==> config.mk <==
export PLATFORM = sky130hd
export DESIGN_NAME = lcd_gdram_bus_rx_flat
export DESIGN_NICKNAME = d
export VERILOG_FILES = /design/src/rtl/lcd_gdram_bus_rx_if.sv /design/src/rtl/lcd_gdram_bus_rx.sv /design/src/flat_wrapper.sv
export SDC_FILE = /design/constraint.sdc
export NUM_CORES = 1
export LEC_CHECK = 0
export CAP_MARGIN = 20
export CELL_PAD_IN_SITES_DETAIL_PLACEMENT = 0
export CELL_PAD_IN_SITES_GLOBAL_PLACEMENT = 1
export CORE_MARGIN = 5
export CORE_UTILIZATION = 43
export CTS_BUF_LIST = sky130_fd_sc_hd__clkbuf_16
export DETAILED_ROUTE_END_ITERATION = 8
export GPL_TIMING_DRIVEN = 0
export PLACE_DENSITY = 0.89
export RECOVER_POWER = 50
export SETUP_SLACK_MARGIN = 0.2
export SLEW_MARGIN = 20
export SYNTH_ARGS = -nofsm -noshare
export SYNTH_HDL_FRONTEND = slang
export SYNTH_SLANG_ARGS = --single-unit
==> constraint.sdc <==
create_clock -name clk -period 2 [get_ports clk]
set_input_delay 0.3 -clock clk [delete_from_list [all_inputs] [get_ports clk]]
set_output_delay 0.3 -clock clk [all_outputs]
set_load 0.02 [all_outputs]
==> src/rtl/lcd_gdram_bus_rx_if.sv <==
// Parallel ST7920-style LCD bus (rs/rw/en/data) between a display controller and a responder.
interface lcd_gdram_bus_rx_if;
  logic       lcd_rs;
  logic       lcd_rw;
  logic       lcd_en;
  logic [7:0] lcd_data;

  modport master (output lcd_rs, output lcd_rw, output lcd_en, output lcd_data);
  modport slave  (input  lcd_rs, input  lcd_rw, input  lcd_en, input  lcd_data);
endinterface

==> src/rtl/lcd_gdram_bus_rx.sv <==
// Responder for the ST7920-style LCD bus: decodes instructions and turns data bytes into GDRAM writes.
// Optional busy/overrun emulation is enabled by defining LCD_RX_BUSY_EN.
module lcd_gdram_bus_rx #(
  parameter int unsigned SYNC_STAGES = 2,
  parameter int unsigned BUSY_CYCLES = 2500
) (
  input  logic                clk,
  input  logic                rst,
  lcd_gdram_bus_rx_if.slave   bus,
  output logic                cmd_valid,
  output logic [7:0]          cmd_byte,
  output logic                gd_we,
  output logic [9:0]          gd_addr,
  output logic [7:0]          gd_wdata,
  output logic                ext_mode,
  output logic                graphic_on,
  output logic                disp_on,
  output logic                frame_done,
  output logic                addr_err,
  output logic                busy
);

  localparam int unsigned BUS_W = 11;

  typedef enum logic {WAIT_Y, WAIT_X} phase_t;

  logic [BUS_W-1:0] sync_q [SYNC_STAGES];
  logic             en_prev_q;
  logic             en_s, rs_s, rw_s;
  logic [7:0]       data_s;
  logic             accept;
  logic             overrun;

  // en/rs/rw/data share one synchronizer chain so they stay aligned
  always_ff @(posedge clk or negedge rst) begin
    if (!rst) begin
      for (int i = 0; i < int'(SYNC_STAGES); i++) sync_q[i] <= '0;
      en_prev_q <= 1'b0;
    end else begin
      sync_q[0] <= {bus.lcd_en, bus.lcd_rs, bus.lcd_rw, bus.lcd_data};
      for (int i = 1; i < int'(SYNC_STAGES); i++) sync_q[i] <= sync_q[i-1];
      en_prev_q <= en_s;
    end
  end

  assign en_s   = sync_q[SYNC_STAGES-1][10];
  assign rs_s   = sync_q[SYNC_STAGES-1][9];
  assign rw_s   = sync_q[SYNC_STAGES-1][8];
  assign data_s = sync_q[SYNC_STAGES-1][7:0];
  assign accept = en_prev_q & ~en_s & ~rw_s;

`ifdef LCD_RX_BUSY_EN
  logic [15:0] busy_cnt_q, busy_cnt_d;

  always_comb begin
    busy_cnt_d = busy_cnt_q;
    if (accept)                busy_cnt_d = 16'(BUSY_CYCLES);
    else if (busy_cnt_q != '0) busy_cnt_d = busy_cnt_q - 16'd1;
  end

  always_ff @(posedge clk or negedge rst) begin
    if (!rst) begin
      busy_cnt_q <= '0;
      busy       <= 1'b0;
    end else begin
      busy_cnt_q <= busy_cnt_d;
      busy       <= (busy_cnt_d != '0);
    end
  end

  assign overrun = accept & busy;
`else
  assign busy    = 1'b0;
  assign overrun = 1'b0;
`endif

  phase_t     phase_q, phase_d;
  logic [4:0] y_q, y_d;
  logic [3:0] x_q, x_d;
  logic       bs_q, bs_d;
  logic       av_q, av_d;
  logic       cmd_valid_d, gd_we_d, ext_d, gr_d, disp_d, fd_d, err_d;
  logic [7:0] cmd_byte_d, gd_wdata_d;
  logic [9:0] gd_addr_d;

  // Instruction decode, GDRAM address sequencer and data write path
  always_comb begin
    phase_d     = phase_q;
    y_d         = y_q;
    x_d         = x_q;
    bs_d        = bs_q;
    av_d        = av_q;
    cmd_valid_d = 1'b0;
    cmd_byte_d  = cmd_byte;
    gd_we_d     = 1'b0;
    gd_addr_d   = gd_addr;
    gd_wdata_d  = gd_wdata;
    ext_d       = ext_mode;
    gr_d        = graphic_on;
    disp_d      = disp_on;
    fd_d        = 1'b0;
    err_d       = addr_err | overrun;

    if (accept) begin
      if (!rs_s) begin
        cmd_valid_d = 1'b1;
        cmd_byte_d  = data_s;
        if (!(ext_mode && data_s[7]) && phase_q == WAIT_X) phase_d = WAIT_Y;

        if (data_s[7:5] == 3'b001) begin
          ext_d = data_s[2];
          if (data_s[2]) gr_d = data_s[1];
        end else if (!ext_mode) begin
          if (data_s[7:3] == 5'b0_0001) begin
            disp_d = data_s[2];
          end else if (data_s == 8'h01) begin
            y_d  = '0;
            x_d  = '0;
            bs_d = 1'b0;
            av_d = 1'b0;
          end
        end else if (data_s[7]) begin
          if (phase_q == WAIT_Y) begin
            y_d     = data_s[4:0];
            phase_d = WAIT_X;
            if (data_s[6:5] != 2'b00) err_d = 1'b1;
          end else begin
            x_d     = data_s[3:0];
            bs_d    = 1'b0;
            av_d    = 1'b1;
            phase_d = WAIT_Y;
            if (data_s[6:4] != 3'b000) err_d = 1'b1;
          end
        end
      end else if (!av_q || !ext_mode || phase_q == WAIT_X) begin
        err_d = 1'b1;
      end else begin
        gd_we_d    = 1'b1;
        gd_addr_d  = {y_q, x_q, bs_q};
        gd_wdata_d = data_s;
        fd_d       = ({y_q, x_q, bs_q} == 10'h3FF);
        bs_d       = ~bs_q;
        // X wraps within the row; Y is left alone like the real controller
        if (bs_q) x_d = x_q + 4'd1;
      end
    end
  end

  always_ff @(posedge clk or negedge rst) begin
    if (!rst) begin
      phase_q    <= WAIT_Y;
      y_q        <= '0;
      x_q        <= '0;
      bs_q       <= 1'b0;
      av_q       <= 1'b0;
      cmd_valid  <= 1'b0;
      cmd_byte   <= '0;
      gd_we      <= 1'b0;
      gd_addr    <= '0;
      gd_wdata   <= '0;
      ext_mode   <= 1'b0;
      graphic_on <= 1'b0;
      disp_on    <= 1'b0;
      frame_done <= 1'b0;
      addr_err   <= 1'b0;
    end else begin
      phase_q    <= phase_d;
      y_q        <= y_d;
      x_q        <= x_d;
      bs_q       <= bs_d;
      av_q       <= av_d;
      cmd_valid  <= cmd_valid_d;
      cmd_byte   <= cmd_byte_d;
      gd_we      <= gd_we_d;
      gd_addr    <= gd_addr_d;
      gd_wdata   <= gd_wdata_d;
      ext_mode   <= ext_d;
      graphic_on <= gr_d;
      disp_on    <= disp_d;
      frame_done <= fd_d;
      addr_err   <= err_d;
    end
  end

endmodule

==> src/flat_wrapper.sv <==
// flat-port wrapper written by rule: the top's interface ports become plain ports
module lcd_gdram_bus_rx_flat 
#(
  parameter int unsigned SYNC_STAGES = 2,
  parameter int unsigned BUSY_CYCLES = 2500
)
  (clk, rst, cmd_valid, cmd_byte, gd_we, gd_addr, gd_wdata, ext_mode, graphic_on, disp_on, frame_done, addr_err, busy, bus_lcd_rs, bus_lcd_rw, bus_lcd_en, bus_lcd_data);
  lcd_gdram_bus_rx_if bus_i ();
  input  logic clk;
  input  logic rst;
  output logic cmd_valid;
  output logic [7:0] cmd_byte;
  output logic gd_we;
  output logic [9:0] gd_addr;
  output logic [7:0] gd_wdata;
  output logic ext_mode;
  output logic graphic_on;
  output logic disp_on;
  output logic frame_done;
  output logic addr_err;
  output logic busy;
  input wire logic [$bits(bus_i.lcd_rs)-1:0] bus_lcd_rs;
  input wire logic [$bits(bus_i.lcd_rw)-1:0] bus_lcd_rw;
  input wire logic [$bits(bus_i.lcd_en)-1:0] bus_lcd_en;
  input wire logic [$bits(bus_i.lcd_data)-1:0] bus_lcd_data;
  assign bus_i.lcd_rs = bus_lcd_rs;
  assign bus_i.lcd_rw = bus_lcd_rw;
  assign bus_i.lcd_en = bus_lcd_en;
  assign bus_i.lcd_data = bus_lcd_data;
  lcd_gdram_bus_rx #(.SYNC_STAGES(SYNC_STAGES), .BUSY_CYCLES(BUSY_CYCLES)) u_core (.clk(clk), .rst(rst), .bus(bus_i), .cmd_valid(cmd_valid), .cmd_byte(cmd_byte), .gd_we(gd_we), .gd_addr(gd_addr), .gd_wdata(gd_wdata), .ext_mode(ext_mode), .graphic_on(graphic_on), .disp_on(disp_on), .frame_done(frame_done), .addr_err(addr_err), .busy(busy));
endmodule
==> flow_metrics.env, run 1 <==
export IMPL_skew_ns=0.00499
export IMPL_p_comb_frac=0.099
export IMPL_finalPower_mw=3.67
export IMPL_worstSkewPairLatency_ns=0.32
export IMPL_synth_most_common_cell="dfrtp_1"
export IMPL_rows=29
export IMPL_crit_buf_inv=1
export IMPL_fmax_mhz=562
export IMPL_grt_start_max_net_pins=45
export IMPL_initial_core_util=0.436
export IMPL_grt_overflow_total=0
export IMPL_htree_levels=3
export IMPL_routed_wirelength_um=5280
export IMPL_p_sw_mw=0.814
export IMPL_clkPwrFrac=0.484
export IMPL_clkSinkCount=68
export IMPL_switching_share=0.222
export IMPL_die_w_um=89.8
export IMPL_cts_tree="done"
export IMPL_yosysTopAreaCell="dfrtp_1"
export IMPL_final_hold_violation_count=0
export IMPL_grt_antenna_before_repair=0
export IMPL_cp_cell_sequence="buf_6 -> nor4b_4 -> nand2_1 -> a21oi_4 -> mux2_1"
export IMPL_synth_area_um2=2740
export IMPL_async_flop_share=1.00
export IMPL_grt_pass1_vias=1730
export IMPL_dr_total_vias=1698
export IMPL_power_leakage_nw=1.64
export IMPL_cpMaxStageDelayCell="dfrtp_1"
export IMPL_seq_area_um2=1700
export IMPL_globalplace_congestion=0.802
export IMPL_worstHoldPathType="reg -> reg"
export IMPL_syn_to_final_growth_pct=36.4
export IMPL_rsz0062_at_grt="true"
export IMPL_cts_made_buffers=9
export IMPL_path_delay_family="simple AND/OR/NAND/NOR gates"
export IMPL_antenna_cells=0
export IMPL_ant_nets=0
export IMPL_slew_limit_headroom=0.610
export IMPL_cap_violations=0
export IMPL_layout_nets=267
export IMPL_route_detailed_drc=0
export IMPL_yosysWarnings=0
export IMPL_cp_start_kind="flop"
export IMPL_die_height_um=89.8
export IMPL_boundaryPins=47
export IMPL_grtUsageTotal=0.133
export IMPL_synth_seq_cells=68
export IMPL_wl_per_cell_um=15.8
export IMPL_drt_iter0_drc=134
export IMPL_path_clk_slew_ns=0.05
export IMPL_setup_viol=0
export IMPL_cts_root_buf="clkbuf_16"
export IMPL_netlist_instances=186
export IMPL_multi_input_area_um2=940
export IMPL_layoutNonFillerInstCount=335
export IMPL_nFillCells=511
export IMPL_power_density_nw_per_um2=982
export IMPL_internal_power_mw=2.85
export IMPL_cp_arrival_ns=1.98
export IMPL_yosys_top_cells_area="dfrtp_1 62%, mux2_4 9.9%, mux2_2 3.7%"
export IMPL_ys_types=43
export IMPL_synthFlopType="dfrtp_1"
export IMPL_peakVddDrop_uv=658
export IMPL_seq_power_share=0.417
export IMPL_finalCriticalPeriod_ns=1.78
export IMPL_worstMarginPinSlew_ns=0.585
export IMPL_dp_cells=309
export IMPL_status="complete, no violations"
export IMPL_dp_hpwl_um=3430
export IMPL_cts_path_max_buffers=2
export IMPL_seq_area_frac_synth=0.622
export IMPL_synth_top_area_frac=0.622
export IMPL_period_share=0.889
export IMPL_firstDrtPassIters=4
export IMPL_slowest_delay_ns=0.37
export IMPL_routed_via_density=5.07
export IMPL_crit_path_max_fanout=10
export IMPL_dieArea_um2=8060
export IMPL_syn_area_per_cell_um2=14.7
export IMPL_drive_gt1_frac=0.283
export IMPL_grt_pass1_wl_um=8540
export IMPL_crit_type="reg -> reg"
export IMPL_portBuffers=45
export IMPL_worst_ep_required_time_ns=2.20
export IMPL_core_region_area_um2=6280
export IMPL_endpoint_kind="flop"
export IMPL_drv_slew=0
export IMPL_synth_commonest_cells="68 x dfrtp_1, 18 x mux2_4, 13 x nand2_1"
export IMPL_synth_edf_count=0
export IMPL_synth_fp_nets=200
-- per-layer routing --
metal,track usage,vias to the layer above,share of wire
met5,0,-,0
met4,0.0680,0,0.016
met3,0.0401,9,0.057
met2,0.201,51,0.48
met1,0.172,838,0.45
li1,-,800,-
-- cell families after synthesis --
family / after synthesis / synth area share
AOI/OAI and AO/OA: 25 / 0.0713
adders and majority gates: 1 / 0.00457
buffers and inverters: 16 / 0.0366
DFF: 68 / 0.622
muxes: 34 / 0.163
other: 1 / 0.00137
and+or+nand+nor: 41 / 0.101
-- worst reg2reg max path, stage by stage (launching register included) --
cell     delay, ns
dfrtp_1       0.37
buf_6         0.15
nor4b_4       0.37
nand2_1       0.19
a21oi_4       0.24
mux2_1        0.35
-- metrics by stage --
| stage | hold WS (ns) | TNS, ns | worst slack, ns | instance area, µm² | util |
|---|---|---|---|---|---|
| floorplan | 0.00441 | 0 | 0.269 | 2740 | - |
| global placement | 0.332 | -100.67 | -1.48 | 3280 | 0.523 |
| detailed placement | 0.223 | 0 | 0.173 | 3300 | 0.526 |
| CTS | 0.347 | 0 | 0.208 | 3670 | 0.585 |
| global route | 0.352 | 0 | 0.102 | 3730 | 0.595 |
| finish | 0.345 | 0 | 0.222 | 3730 | 0.595 |
-- cell type report --
cell class              count  share of cell area
clock inverters             7              0.0308
plain buffers              10              0.0225
flip-flops and latches     68               0.456
repair buffers             56               0.147
inverters                   6             0.00603
well taps                  77              0.0258
multi-input cells         102               0.252
clock buffers               9              0.0603
-- registers in the layout, summed over array words and instances (netlist names), 4 cells and up --
| name | count |
|---|---|
| u_core.y_q | 5 |
| u_core.cmd_byte | 8 |
| u_core.x_q | 4 |
| u_core.data_s | 8 |
| u_core.gd_addr | 10 |
| u_core.gd_wdata | 8 |
| u_core.sync_q | 11 |
-- placed cells by master (no fill, tap or decap), types with 5 or more instances in the layout --
master           synthesis  final
mux2_4                  18     19
a21oi_1                  5      5
mux2_2                   9      9
buf_4                    2      8
clkbuf_16                0     10
inv_1                    6      7
dlygate4sd3_1            0     12
dfrtp_1                 68     67
nand2_1                 13     13
clkdlybuf4s50_1          0     33
-- final timing paths --
check / start / endpoint / slack [ns] / depth (start not counted)
setup / recovery: u_core.rs_s / u_core.y_q[2] / 0.22 / 5
hold / removal: u_core.sync_q[16] / u_core.data_s[5] / 0.34 / 0
setup reg to reg: u_core.rs_s / u_core.y_q[2] / 0.22 / 5
hold reg to reg: u_core.sync_q[16] / u_core.data_s[5] / 0.34 / 0
max in group asynchronous: rst / u_core.ext_mode / 0.41 / 3
min in group asynchronous: rst / u_core.cmd_byte[4] / 0.52 / 2
-- timing repair --
item,CTS,global route
pin swaps,1,4
endpoints found under the setup margin,11,23
gates resized for setup,1,6
buffers inserted,2,5
endpoints found under the hold margin,24,0
hold buffers,1,0
gates cloned,0,2
-- power by group through the flow --
stage | registers [mW] | logic (mW) | clock network (mW)
final | 1.53 | 0.363 | 1.77
after global placement | 1.55 | 0.349 | 0
after floorplan | 1.59 | 0.136 | 0
after global routing | 1.54 | 0.394 | 1.87
after CTS | 1.53 | 0.366 | 1.80
after detailed placement | 1.55 | 0.359 | 0
No activity file was read; power rests on OpenSTA's default activity.
==> inputs of run 2 (changes only) <==
--- a/config.mk
+++ b/config.mk
@@ -11,6 +11,7 @@
 export CORE_MARGIN = 5
 export CORE_UTILIZATION = 43
 export CTS_BUF_LIST = sky130_fd_sc_hd__clkbuf_16
+export CTS_CLUSTER_DIAMETER = 100
 export DETAILED_ROUTE_END_ITERATION = 8
 export GPL_TIMING_DRIVEN = 0
 export PLACE_DENSITY = 0.89
==> results of run 2 <==
Final layout, timing and power as in run 1 (identical DEF).
==> inputs of run 3 (changes only) <==
--- a/config.mk
+++ b/config.mk
@@ -8,7 +8,7 @@
 export CAP_MARGIN = 20
 export CELL_PAD_IN_SITES_DETAIL_PLACEMENT = 0
 export CELL_PAD_IN_SITES_GLOBAL_PLACEMENT = 1
-export CORE_MARGIN = 5
+export CORE_MARGIN = 4
 export CORE_UTILIZATION = 43
 export CTS_BUF_LIST = sky130_fd_sc_hd__clkbuf_16
 export CTS_CLUSTER_DIAMETER = 100
==> run 3 against run 2 <==
Effect of this change:
- first-iteration DRC count is 4.5% lower
- clock skew is 0.00082 ns lower
- worst setup slack better by 0.037 ns
- count of clock-buffer cells in the layout stayed put
- sequential power hardly changed
- register-to-register slack better by 0.04 ns
- via count is 0.41% higher
- critical path depth is 1 higher
- die area is 4.4% lower
- largest power group is now sequential cells
- highest routed layer unchanged
==> flow_metrics.env, run 3 (synthesis gave the netlist of run 1 again) <==
export IMPL_wl_per_cell_um=15.7
export IMPL_seq_power_share=0.469
export IMPL_crit_buf_inv=3
export IMPL_htree_levels=3
export IMPL_finalCriticalPeriod_ns=1.74
export IMPL_setup_viol=0
export IMPL_final_common_cell="dfrtp_1"
export IMPL_grtUsageTotal=0.151
export IMPL_top_register="u_core.sync_q"
export IMPL_endpoint_kind="flop"
export IMPL_cpMaxStageDelayCell="or3b_1"
export IMPL_route_detailed_drc=0
export IMPL_cp_start_kind="flop"
export IMPL_drive_gt1_frac=0.290
export IMPL_final_hold_violation_count=0
export IMPL_switching_share=0.244
export IMPL_status="complete, no violations"
export IMPL_skew_ns=0.00417
export IMPL_final_core_util=0.610
export IMPL_cap_violations=0
export IMPL_nFillCells=486
export IMPL_peakVddDrop_uv=606
export IMPL_rsz0062_at_grt="true"
export IMPL_dp_hpwl_um=3540
export IMPL_grt_pass1_vias=1741
export IMPL_dp_cells=307
export IMPL_hold_ws_ns=0.346
export IMPL_grt_overflow_total=0
export IMPL_period_share=0.871
export IMPL_routed_via_density=5.06
export IMPL_slowest_delay_ns=0.38
export IMPL_cts_path_max_buffers=2
export IMPL_antenna_cells=0
export IMPL_path_clk_slew_ns=0.05
export IMPL_fmax_mhz=574
export IMPL_power_density_nw_per_um2=880
export IMPL_cts_tree="done"
export IMPL_firstDrtPassIters=4
export IMPL_drt_iter0_drc=128
export IMPL_worst_ep_required_time_ns=2.21
export IMPL_multi_input_area_um2=938
export IMPL_drv_slew=0
export IMPL_grt_start_max_net_pins=46
export IMPL_portBuffers=45
export IMPL_dieArea_um2=7710
export IMPL_reg_top3="u_core.sync_q: 11 flops, u_core.gd_addr: 10 flops"
export IMPL_grt_pass1_wl_um=8620
export IMPL_rows=28
export IMPL_cp_cell_sequence="or3b_1 -> buf_6 -> nor3_4 -> buf_8 -> buf_12 -> mux2_4"
export IMPL_dr_total_vias=1705
export IMPL_internal_power_mw=2.46
export IMPL_worstHoldPathType="reg -> reg"
export IMPL_crit_path_max_fanout=6
export IMPL_cts_root_buf="clkbuf_16"
export IMPL_routed_wirelength_um=5310
export IMPL_initial_core_util=0.452
export IMPL_ant_nets=0
export IMPL_clkPwrFrac=0.419
export IMPL_placed_area_um2=3300
export IMPL_mostFrequentLayoutCells="67 x dfrtp_1, 33 x clkdlybuf4s50_1, 18 x mux2_4"
export IMPL_globalplace_congestion=0.824
export IMPL_die_w_um=87.8
export IMPL_die_height_um=87.8
export IMPL_path_delay_family="simple AND/OR/NAND/NOR gates"
export IMPL_syn_to_final_growth_pct=35.1
export IMPL_grt_antenna_before_repair=0
export IMPL_largest_register_ffs=11
export IMPL_cts_made_buffers=9
export IMPL_p_sw_mw=0.795
export IMPL_power_leakage_nw=1.63
export IMPL_finalPower_mw=3.25
export IMPL_seq_area_um2=1700
export IMPL_boundaryPins=47
export IMPL_layoutNonFillerInstCount=337
export IMPL_worstSkewPairLatency_ns=0.33
export IMPL_core_region_area_um2=6060
export IMPL_p_comb_frac=0.112
export IMPL_clkSinkCount=68
export IMPL_fin_area_um2=3700
export IMPL_crit_type="reg -> reg"
export IMPL_layout_nets=271
export IMPL_cp_arrival_ns=1.95
## run 3: path summary, 6_finish.rpt
path | start | end | slack [ns] | cells past startpoint
setup / recovery | u_core.rw_s | u_core.gd_wdata[2] | 0.26 | 6
hold / removal | u_core.sync_q[13] | u_core.data_s[2] | 0.35 | 0
setup reg to reg | u_core.rw_s | u_core.gd_wdata[2] | 0.26 | 6
hold reg to reg | u_core.sync_q[13] | u_core.data_s[2] | 0.35 | 0
max in group asynchronous | rst | u_core.ext_mode | 1.05 | 3
min in group asynchronous | rst | u_core.gd_addr[1] | 0.41 | 2
## run 3: what timing repair did
| action | 4_1_cts | 5_1_grt |
|---|---|---|
| cloned | 0 | 0 |
| gates resized for setup | 3 | 5 |
| endpoints found under the hold margin | 23 | 0 |
| setup buffers | 9 | 4 |
| setup endpoints to repair | 15 | 24 |
| hold buffers | 1 | 0 |
| pin swaps | 2 | 5 |
## run 3: final cells by class
| cell class | instances | share of cell area |
|---|---|---|
| timing repair buffer | 60 | 0.160 |
| inverter | 6 | 0.00609 |
| clock buffer | 9 | 0.0609 |
| tap | 75 | 0.0254 |
| clock inverter | 7 | 0.00948 |
| buffer | 10 | 0.0237 |
| sequential | 68 | 0.461 |
| multi-input combinational | 102 | 0.254 |
## run 3: power by group through the flow
stage,Combinational (mW),Clock [mW],Sequential (mW)
final,0.363,1.36,1.53
after global routing,0.396,1.46,1.54
after CTS,0.369,1.40,1.53
after detailed placement,0.359,0,1.55
after global placement,0.349,0,1.55
after floorplan,0.136,0,1.59
## run 3: metal layers
layer / vias to the layer above / global-route usage / share of wire
met1: 840 / 0.196 / 0.43
li1: 802 / - / -
met4: 0 / 0.0669 / 0.019
met5: - / 0 / 0
met2: 54 / 0.234 / 0.48
met3: 9 / 0.0480 / 0.067
## run 3: stage by stage
step,setup WS (ns),setup TNS [ns]
CTS,0.205,0
detailed placement,0.164,0
floorplan,0.269,0
global route,0.153,0
global placement,-1.49,-100.78
finish,0.259,0
